$ cat src/rtl/co_isa_pkg.sv
// Shared ISA definitions for the lab CPU front end.
// Holds the opcode field width, opcode encodings and the fetch FSM state
// type used by instr_fetch_unit.
package co_isa_pkg;

  localparam int OP_W = 3;

  localparam logic [OP_W-1:0] OP_RTYPE = 3'b000;
  localparam logic [OP_W-1:0] OP_ADDI  = 3'b001;
  localparam logic [OP_W-1:0] OP_SLTI  = 3'b010;
  localparam logic [OP_W-1:0] OP_LW    = 3'b011;
  localparam logic [OP_W-1:0] OP_SW    = 3'b100;
  localparam logic [OP_W-1:0] OP_BEQ   = 3'b101;
  localparam logic [OP_W-1:0] OP_BNE   = 3'b110;
  localparam logic [OP_W-1:0] OP_JMP   = 3'b111;

  typedef enum logic [1:0] {
    ST_IDLE = 2'd0,
    ST_REQ  = 2'd1,
    ST_WAIT = 2'd2
  } fetch_state_t;

endpackage

$ cat src/rtl/fetch_fifo.sv
// Synchronous FIFO buffering fetched {pc, instr} entries.
// Ports:
//   clk_i, rst_i : clock, async active-high reset
//   push, wdata  : write one entry
//   pop          : drop the head entry
//   flush        : empty the FIFO; wins over push and pop
//   count        : number of valid entries
//   head         : entry at the read pointer
// DEPTH must be a power of two so the pointers wrap naturally.
module fetch_fifo #(
  parameter int WIDTH = 32,
  parameter int DEPTH = 2
) (
  input  logic                     clk_i,
  input  logic                     rst_i,
  input  logic                     push,
  input  logic [WIDTH-1:0]         wdata,
  input  logic                     pop,
  input  logic                     flush,
  output logic [$clog2(DEPTH):0]   count,
  output logic [WIDTH-1:0]         head
);

  localparam int PTR_W = $clog2(DEPTH);
  localparam int CNT_W = PTR_W + 1;
  localparam logic [CNT_W-1:0] FULL_CNT = CNT_W'(DEPTH);

  logic [WIDTH-1:0] mem_q [DEPTH];
  logic [PTR_W-1:0] wr_ptr_q;
  logic [PTR_W-1:0] rd_ptr_q;
  logic [CNT_W-1:0] count_q;

  // Storage is cleared on reset so the head outputs read as zero after reset.
  always_ff @(posedge clk_i or posedge rst_i) begin
    if (rst_i) begin
      wr_ptr_q <= '0;
      rd_ptr_q <= '0;
      count_q  <= '0;
      for (int i = 0; i < DEPTH; i++) begin
        mem_q[i] <= '0;
      end
    end else if (flush) begin
      wr_ptr_q <= '0;
      rd_ptr_q <= '0;
      count_q  <= '0;
    end else begin
      if (push) begin
        mem_q[wr_ptr_q] <= wdata;
        wr_ptr_q        <= wr_ptr_q + PTR_W'(1);
      end
      if (pop) begin
        rd_ptr_q <= rd_ptr_q + PTR_W'(1);
      end
      case ({push, pop})
        2'b10:   count_q <= count_q + CNT_W'(1);
        2'b01:   count_q <= count_q - CNT_W'(1);
        default: count_q <= count_q;
      endcase
    end
  end

  assign count = count_q;
  assign head  = mem_q[rd_ptr_q];

  a_no_push_full: assert property (@(posedge clk_i) disable iff (rst_i)
    !(push && !flush && !pop && count_q == FULL_CNT));
  a_no_pop_empty: assert property (@(posedge clk_i) disable iff (rst_i)
    !(pop && !flush && count_q == '0));

endmodule

$ cat src/rtl/instr_fetch_unit.sv
// Instruction fetch front end: issues in-order word reads to instruction
// memory (one outstanding), buffers returned words with their PC in a small
// FIFO and presents the head to decode. Redirects flush buffered and
// in-flight fetches and restart at the new PC.
// Ports:
//   clk_i, rst_i            : clock, async active-high reset
//   imem_req_o/addr_o       : read request and byte address (held until ready)
//   imem_ready_i            : memory accepts the request
//   imem_rvalid_i/rdata_i   : in-order read response
//   redirect_i/redirect_pc_i: flush and restart fetch
//   instr_valid_o/ready_i   : decode handshake on the FIFO head
//   instr_o/op_o/pc_o       : head instruction, its opcode field and PC
//
// state   | meaning
// IDLE    | no request, no response pending; waits for FIFO credit
// REQ     | request driven, waiting for imem_ready_i
// WAIT    | request accepted, waiting for imem_rvalid_i
module instr_fetch_unit
  import co_isa_pkg::*;
#(
  parameter int                INSTR_W  = 16,
  parameter int                ADDR_W   = 16,
  parameter logic [ADDR_W-1:0] RESET_PC = '0,
  parameter int                DEPTH    = 2
) (
  input  logic               clk_i,
  input  logic               rst_i,
  output logic               imem_req_o,
  output logic [ADDR_W-1:0]  imem_addr_o,
  input  logic               imem_ready_i,
  input  logic               imem_rvalid_i,
  input  logic [INSTR_W-1:0] imem_rdata_i,
  input  logic               redirect_i,
  input  logic [ADDR_W-1:0]  redirect_pc_i,
  output logic               instr_valid_o,
  input  logic               instr_ready_i,
  output logic [INSTR_W-1:0] instr_o,
  output logic [OP_W-1:0]    instr_op_o,
  output logic [ADDR_W-1:0]  instr_pc_o
);

  localparam int CNT_W   = $clog2(DEPTH) + 1;
  localparam int ENTRY_W = ADDR_W + INSTR_W;
  localparam logic [CNT_W-1:0]  FULL_CNT = CNT_W'(DEPTH);
  localparam logic [ADDR_W-1:0] PC_STEP  = ADDR_W'(INSTR_W / 8);

  fetch_state_t state_q, state_d;
  logic [ADDR_W-1:0] pc_q, pc_d;
  logic [ADDR_W-1:0] addr_q, addr_d;
  logic              discard_q, discard_d;
  // stale_q: the request still pending in REQ was issued before a redirect,
  // so its response must be dropped and pc_q already holds the new target.
  logic              stale_q, stale_d;

  logic              push;
  logic              pop;
  logic [CNT_W-1:0]  fifo_count;
  logic [CNT_W:0]    count_after;
  logic              credit;
  logic [ENTRY_W-1:0] head;

  always_ff @(posedge clk_i or posedge rst_i) begin
    if (rst_i) begin
      state_q   <= ST_IDLE;
      pc_q      <= RESET_PC;
      addr_q    <= RESET_PC;
      discard_q <= 1'b0;
      stale_q   <= 1'b0;
    end else begin
      state_q   <= state_d;
      pc_q      <= pc_d;
      addr_q    <= addr_d;
      discard_q <= discard_d;
      stale_q   <= stale_d;
    end
  end

  always_comb begin
    state_d     = state_q;
    pc_d        = pc_q;
    addr_d      = addr_q;
    discard_d   = discard_q;
    stale_d     = stale_q;
    push        = 1'b0;
    count_after = '0;
    credit      = 1'b0;

    if (redirect_i) begin
      pc_d = redirect_pc_i;
    end

    case (state_q)
      ST_IDLE: begin
        if (!redirect_i && fifo_count < FULL_CNT) begin
          state_d = ST_REQ;
          addr_d  = pc_q;
        end
      end
      ST_REQ: begin
        if (imem_ready_i) begin
          state_d   = ST_WAIT;
          discard_d = stale_q | redirect_i;
          stale_d   = 1'b0;
          if (!redirect_i && !stale_q) begin
            pc_d = pc_q + PC_STEP;
          end
        end else if (redirect_i) begin
          stale_d = 1'b1;
        end
      end
      ST_WAIT: begin
        if (imem_rvalid_i) begin
          push      = !discard_q && !redirect_i;
          discard_d = 1'b0;
          // Credit is judged on the occupancy this cycle will leave behind.
          if (!redirect_i) begin
            count_after = {1'b0, fifo_count};
            if (push) count_after = count_after + (CNT_W+1)'(1);
            if (pop)  count_after = count_after - (CNT_W+1)'(1);
          end
          credit = count_after < {1'b0, FULL_CNT};
          if (credit) begin
            state_d = ST_REQ;
            addr_d  = pc_d;
          end else begin
            state_d = ST_IDLE;
          end
        end else if (redirect_i) begin
          discard_d = 1'b1;
        end
      end
      default: state_d = ST_IDLE;
    endcase
  end

  assign pop = instr_valid_o & instr_ready_i;

  fetch_fifo #(
    .WIDTH (ENTRY_W),
    .DEPTH (DEPTH)
  ) u_fifo (
    .clk_i (clk_i),
    .rst_i (rst_i),
    .push  (push),
    .wdata ({addr_q, imem_rdata_i}),
    .pop   (pop),
    .flush (redirect_i),
    .count (fifo_count),
    .head  (head)
  );

  assign imem_req_o    = (state_q == ST_REQ);
  assign imem_addr_o   = addr_q;
  assign instr_valid_o = (fifo_count != '0);
  assign instr_pc_o    = head[ENTRY_W-1 -: ADDR_W];
  assign instr_o       = head[INSTR_W-1:0];
  assign instr_op_o    = instr_o[INSTR_W-1 -: OP_W];

endmodule

$ cat config.mk
export PLATFORM = sky130hd
export DESIGN_NAME = instr_fetch_unit
export DESIGN_NICKNAME = d
export VERILOG_FILES = /design/src/rtl/co_isa_pkg.sv /design/src/rtl/fetch_fifo.sv /design/src/rtl/instr_fetch_unit.sv
export SDC_FILE = /design/constraint.sdc
export NUM_CORES = 1
export LEC_CHECK = 0
export ABC_AREA = 1
export CAP_MARGIN = 20
export CORE_UTILIZATION = 49
export CTS_BUF_LIST = sky130_fd_sc_hd__clkbuf_4 sky130_fd_sc_hd__clkbuf_8
export CTS_CLUSTER_SIZE = 20
export DETAILED_ROUTE_END_ITERATION = 16
export GPL_TIMING_DRIVEN = 0
export PLACE_DENSITY = 0.74
export SLEW_MARGIN = 20
export SYNTH_ARGS = -nofsm -noshare
export SYNTH_HDL_FRONTEND = slang
export SYNTH_SLANG_ARGS = --single-unit
$ cat constraint.sdc
create_clock -name clk_i -period 3.4 [get_ports clk_i]
set_input_delay 0.51 -clock clk_i [delete_from_list [all_inputs] [get_ports clk_i]]
set_output_delay 0.51 -clock clk_i [all_outputs]
set_load 0.01 [all_outputs]
### Word-level counts from Yosys, hierarchy flattened

Cells that the tools add are included.

* bits of input ports: 38
* logic and storage cells: 96
* output and inout bits: 53
* register bits: 104

* reductions and logical operators: 20
* add/subtract/negate cells: 7
* eq/ne operators: 9
* bitwise operators: 5
* order comparisons: 5
* mux-type cells: 40

Operator list (count)
* $mux W32: 4
* $mux W16: 7
* $bwmux W64: 1
* $demux W32 S1: 1
* $pmux W16 S2: 1
* $mux W3: 8
* $add A16 B2 Y16 const B: 1
* $reduce_bool A2 Y1: 6
* $mux W1: 11
* $mux W2: 4
* $ne A2 B2 Y1 const B: 3
* $pmux W2 S3: 1
* $reduce_and A3 Y1: 2
* $eq A2 B1 Y1 const B: 2
* $eq A2 B2 Y1 const B: 2
* $ge A2 B2 Y1 const B: 2
* $logic_and A1 B1 Y1: 4
* $not A1 Y2: 2
* $pmux W2 S2: 1
* $reduce_and A2 Y1: 2
* $reduce_and A4 Y1: 1
* $add A2 B1 Y3 const B: 1
* $logic_not A1 Y1: 3
* $lt A3 B2 Y1 const B: 1
* 14 further kinds: 15

### Logic depth before layout (Yosys ltp)

* word-level depth: 15
* mapped depth: 15
* mapped depth without buffers: 14

### By module

From an unflattened synthesis, not the netlist that was laid out.

* cell total of the unflattened synthesis: 627
* area, all modules: 5350.1 um2

Modules (own cells, without submodules)
* fetch_fifo: area an instance 3059.2 um2, seq. area each 1701.6 um2, cells an instance 301, times used 1
* instr_fetch_unit: area an instance 2290.9 um2, seq. area each 900.9 um2, cells an instance 326, times used 1

### Worst setup path before layout

OpenSTA, ideal clock, no wires.

* path type: in2reg
* start point: input redirect_i
* end point: register addr_q[0], in the netlist imem_addr_o[0]
* setup slack: 1.400 ns
* stages on the path: 13
* library setup time: 0.117 ns
* data arrival time: 1.883 ns
* data required time: 3.283 ns
* buffers on the path: 1
* cell sequence: nor2_1 nand2_1 and2_1 ha_1 inv_1 o21ai_0 nand2_1 nand2_1 nand2_2 nand3_4 buf_6 nand2_1 nand2_1

* word-level cells in the longest chain between the ends: 14
* elaborated cells on any way between the ends: 20
* those cells by class: add/sub (1); order compare (1); eq/ne (2); mux (12); reduce/logical (4)

RTL lines
* start, declared: line instr_fetch_unit.sv:33 `input logic redirect_i,`
* $logic_not A1 Y1
* $logic_and A1 B1 Y1: line instr_fetch_unit.sv:113 `push = !discard_q && !redirect_i;`
* $mux W3: line instr_fetch_unit.sv:118 `if (push) count_after = count_after + (CNT_W+1)'(1);`
* $mux W3: line instr_fetch_unit.sv:116 `if (!redirect_i) begin`
* $mux W3: line instr_fetch_unit.sv:112 `if (imem_rvalid_i) begin`
* $mux W3: line instr_fetch_unit.sv:92 `case (state_q)`
* $sub A3 B1 Y3: line instr_fetch_unit.sv:119 `if (pop) count_after = count_after - (CNT_W+1)'(1);`
* $mux W3: line instr_fetch_unit.sv:119
* $mux W3: line instr_fetch_unit.sv:116
* $mux W3: line instr_fetch_unit.sv:112
* $mux W3: line instr_fetch_unit.sv:92
* $lt A3 B2 Y1: line instr_fetch_unit.sv:121 `credit = count_after < {1'b0, FULL_CNT};`
* $ne A2 B2 Y1 (no line)
* $reduce_and A4 Y1 (no line)
* end signal, assigned: line instr_fetch_unit.sv:72 `addr_q <= addr_d;`
* end, declared: line instr_fetch_unit.sv:49 `logic [ADDR_W-1:0] addr_q, addr_d;`

Several ways; a longest one is shown, not always the timed one. The select of a mux whose other input is x is not followed.
A chain may end at the register's enable or synchronous reset.

### Worst setup path after layout

* start point: register u_fifo.rd_ptr_q
* end point: output instr_op_o[2]

* word-level cells in the longest chain between the ends: 4

RTL lines
* start, declared: line fetch_fifo.sv:30 `logic [PTR_W-1:0] rd_ptr_q;`
* start signal, assigned: line fetch_fifo.sv:52 `rd_ptr_q <= rd_ptr_q + PTR_W'(1);`
* $not A1 Y2 (implied by the code): line fetch_fifo.sv:63 `assign head = mem_q[rd_ptr_q];`
* $mux W32 (implied by the code) (3 in a row): line fetch_fifo.sv:63
* end, declared: line instr_fetch_unit.sv:38 `output logic [OP_W-1:0] instr_op_o,`

No other way between the ends. The select of a mux whose other input is x is not followed.

==> results.md <==
Status:
- The flow ran to the end, and the final reports show no timing, DRC or antenna violations.

Clocking:
- The maximum clock insertion buffer count is 2.
- The total of hold buffers inserted after clock tree synthesis is 0.
- The total CTS buffers is 9.
- After clock tree synthesis, the repair step resized 0 gates.
- The maximum level of the CTS H-tree is 3.
- The clock insertion delay at the later pin of the skew report is 0.37 ns.
- In this run the clock root is driven by a sky130_fd_sc_hd__clkbuf_8.
- TritonCTS built the clock tree.
- Clock tree synthesis found a total of 104 sinks.
- Clock-pin slew was measured on the worst setup and hold paths at 0.10 ns.
- Once the clock tree was built, the setup fixing pass inserted 0 buffers.

Finish:
- Leaving out fill and tap cells, the most frequent cells in the layout are 188 x sky130_fd_sc_hd__nand2_1, 104 x sky130_fd_sc_hd__dfrtp_1, 100 x sky130_fd_sc_hd__o21ai_0.
- The final core utilization is 63.0%.
- After routing the design area is 0.00648 mm^2.
- The number of fillers in the final layout is 917.
- The antenna cell count is 0.
- The count of cells in the finished layout, fillers not included, comes to 867.
- Relative to the synthesized area, the layout overhead comes to 25.2%.
- The library cell used most frequently in the layout, excluding fill and tap cells, is sky130_fd_sc_hd__nand2_1.
- After the last flow step, the layout net total stands at 768.
- The fraction of final layout cells with drive strength greater than 1 is 11.5%.

Placement:
- After detailed placement, the total cell area comes to 0.00628 mm^2.
- The global placer's final weighted congestion is 0.895.
- The total placed cells including tap cells is 851.
- The detailed-placement wirelength estimate is 9240 um.
- The count of buffers added on input and output ports is 90.

Worst setup path:
- On the critical path the largest part of the delay comes from buffers and inverters.
- Among all stages on the critical path, the largest delay is contributed by sky130_fd_sc_hd__clkbuf_1.
- Data arrives at the worst endpoint at 2.53 ns.
- The register-to-register path setup slack is 1.19 ns.
- Traced cell by cell, the critical path runs through clkbuf_1, clkbuf_1, mux2_2, buf_4, clkdlybuf4s50_1.
- The kind of end point of the critical path is a primary output.
- In this design, the stage delay of the slowest critical-path cell is 0.51 ns.
- The total buffers and inverters traversed by the critical path is 4.
- The worst setup path is launched from a flop.
- The largest driver fanout on the critical path is 10.
- The most repeated library cell on the critical path is sky130_fd_sc_hd__clkbuf_1.
- The type of the worst setup path is reg -> out.
- The required time of the critical path is 2.89 ns.

Logic synthesis:
- The Yosys step of the flow raised 0 warnings.
- The post-synthesis instance total is 624.
- The number of different library cells used by synthesis comes to 29.
- Averaged over all synthesized cells, the footprint is 8.29 um^2.
- Of the synthesized area, sequential elements account for 50.3%.
- The cell area that synthesis handed to floorplanning was 0.00517 mm^2.
- The net count of the mapped netlist is 666.
- The number of storage elements in the synthesis netlist is 104.

Drt:
- The detailed router placed 4504 vias in this run.
- The wire length per cell after detailed routing is 14.4 um.
- The DRC violation count after routing is 0.
- The ratio of routed vias to standard cells is 5.19.
- The count of nets left with antenna violations once routing finished came out at 0.
- The pre-antenna-repair detailed-routing pass consisted of 5 iterations.
- For this block, the initial DRC count from the detailed router was 253.
- The post-detailed-routing wire length is 12400 um.

Floorplanning:
- The die span in y is 105 um.
- For this configuration, the core starts out at a cell density of 50.3%.
- The die covers 0.0110 mm^2.
- The number of primary I/O pins is 91.
- From left edge to right edge, the die measures 105 um.
- In this run the standard cell core region covers 0.0103 mm^2.
- The site row count is 37.

Pwr:
- The worst-case vdd ir drop is 278 uV.
- The power density of the placed cells is 743 mW/mm^2.
- For this design the static power due to leakage is 3.09 nW.

Global routing:
- Global routing finished with a remaining overflow of 0.
- The number of antenna violations at the first check in global routing is 0.
- The global-route usage over all layers is 23.9%.
- The wire length of the first global-routing pass is 20900 um.
- The via count of the first global-routing pass is 4400.
- Entering global routing, the biggest net connects 56 pins.

Worst hold path:
- The min-delay analysis places its worst path in the category reg -> reg.

Timing:
- Timing would allow up to 329 MHz.
- The transition time of the tightest slew-check pin is 0.586 ns.
- Subtracting the final worst setup slack from the clock period gives 3.04 ns.
- The final setup skew is 0.00976 ns.
- The final-report hold violation count is 0.
- Setup repair after global routing left no endpoint under its margin.
- The share of the cycle needed by the critical path after routing is 89.4%.
- The tightest slew margin relative to the limit is 60.9%.
- The total count of max-transition violations in the final report is 0.
- Setup violations remaining at the end of the flow were counted as 0.

Job:
- The tool flagged a number of max-cap violations equal to 0.
-- flip-flops by register name (all words and copies together) (netlist names) --
signal,cells
stale_q,1
u_fifo.count,2
pc_q,16
imem_addr_o,16
u_fifo.mem_q,64
state_q,2
u_fifo.rd_ptr_q,1
discard_q,1
u_fifo.wr_ptr_q,1
-- final cells by class --
class	instances	area [um^2]	area share [%]
Buffer	33	168	2.59
Clock buffer	9	124	1.91
Clock inverter	7	76.3	1.18
Inverter	70	268	4.13
Multi-Input combinational cell	417	2140	33.0
Sequential cell	104	2600	40.2
Tap cell	136	170	2.63
Timing Repair Buffer	91	928	14.3
-- tightest hold or removal path: stages, from the launching register on --
cell and delay [ns]:
sky130_fd_sc_hd__dfrtp_1 0.36, sky130_fd_sc_hd__nand2_1 0.05, sky130_fd_sc_hd__o21ai_0 0.06
-- path summary, 6_finish.rpt --
check / from / end / cells after the start
max: u_fifo.rd_ptr_q / instr_op_o[2] / 5
min: u_fifo.mem_q[6] / u_fifo.mem_q[6] / 2
max reg2reg: u_fifo.count[0] / imem_addr_o[2] / 14
min reg2reg: u_fifo.mem_q[6] / u_fifo.mem_q[6] / 2
max in group asynchronous: rst_i / u_fifo.mem_q[62] / 3
min in group asynchronous: rst_i / pc_q[11] / 2
-- where the power goes --
| part | switching [mW] | total, mW | internal [mW] |
|---|---|---|---|
| clock | 0.446 | 0.793 | 0.347 |
| combinational | 1.10 | 2.15 | 1.06 |
| sequential | 0.262 | 1.87 | 1.61 |
-- layer usage --
layer	GRT usage, %	vias to the layer above	part of all wire (%)
met1	31.6	2135	45
met5	0	-	0
met2	39.8	129	48
met3	2.93	21	5.1
li1	-	2219	-
met4	9.66	0	1.9
-- kinds of logic (layout without fill, tap and decap cells) --
group           count (synthesis)  after routing  share of synthesized area [%]
mux                            32             32                           6.97
simple gates                  253            253                           20.5
xor+xnor                        6              6                           1.02
flops                         104            104                           50.3
fa+ha+maj                       4              4                          0.968
compound gates                122            122                           11.9
buf+inv                       103            210                           8.32
-- cells in the mapped netlist --
cell,n,share of area (%)
sky130_fd_sc_hd__nand2_1,188,14
sky130_fd_sc_hd__inv_1,65,4.7
sky130_fd_sc_hd__o21ai_0,100,9.7
sky130_fd_sc_hd__o21ai_1,13,1.3
sky130_fd_sc_hd__nand3b_1,1,0.15
sky130_fd_sc_hd__xnor2_1,1,0.17
sky130_fd_sc_hd__and2_1,1,0.12
sky130_fd_sc_hd__a21oi_1,7,0.68
sky130_fd_sc_hd__or2_4,1,0.17
sky130_fd_sc_hd__buf_6,1,0.22
sky130_fd_sc_hd__nand3_4,1,0.34
sky130_fd_sc_hd__xor2_1,5,0.85
sky130_fd_sc_hd__buf_2,16,1.5
sky130_fd_sc_hd__mux2_2,32,7.0
sky130_fd_sc_hd__nor2_1,21,1.5
sky130_fd_sc_hd__nand2_2,2,0.24
sky130_fd_sc_hd__inv_2,5,0.36
sky130_fd_sc_hd__nor3_1,2,0.19
sky130_fd_sc_hd__o211ai_1,1,0.15
sky130_fd_sc_hd__nand3_1,16,1.5
sky130_fd_sc_hd__ha_1,4,0.97
sky130_fd_sc_hd__a31oi_1,1,0.12
sky130_fd_sc_hd__clkbuf_1,11,0.80
sky130_fd_sc_hd__clkbuf_2,1,0.097
sky130_fd_sc_hd__nor2_4,2,0.44
sky130_fd_sc_hd__dfrtp_1,104,50
sky130_fd_sc_hd__buf_4,4,0.58
sky130_fd_sc_hd__nand4_1,17,2.1
sky130_fd_sc_hd__nor2_2,1,0.12
-- per-stage QoR --
step                setup WS [ns]  hold WS (ns)  power, mW  TNS, ns
floorplan                   0.158         0.448       3.09        0
finish                      0.362         0.492       4.81        0
CTS                         0.344         0.492       4.84        0
global route                0.237         0.508       5.16        0
global placement            -1.27         0.460       3.97  -131.80
detailed placement          0.700         0.468       4.05        0
(Power assumes the default switching activity.)
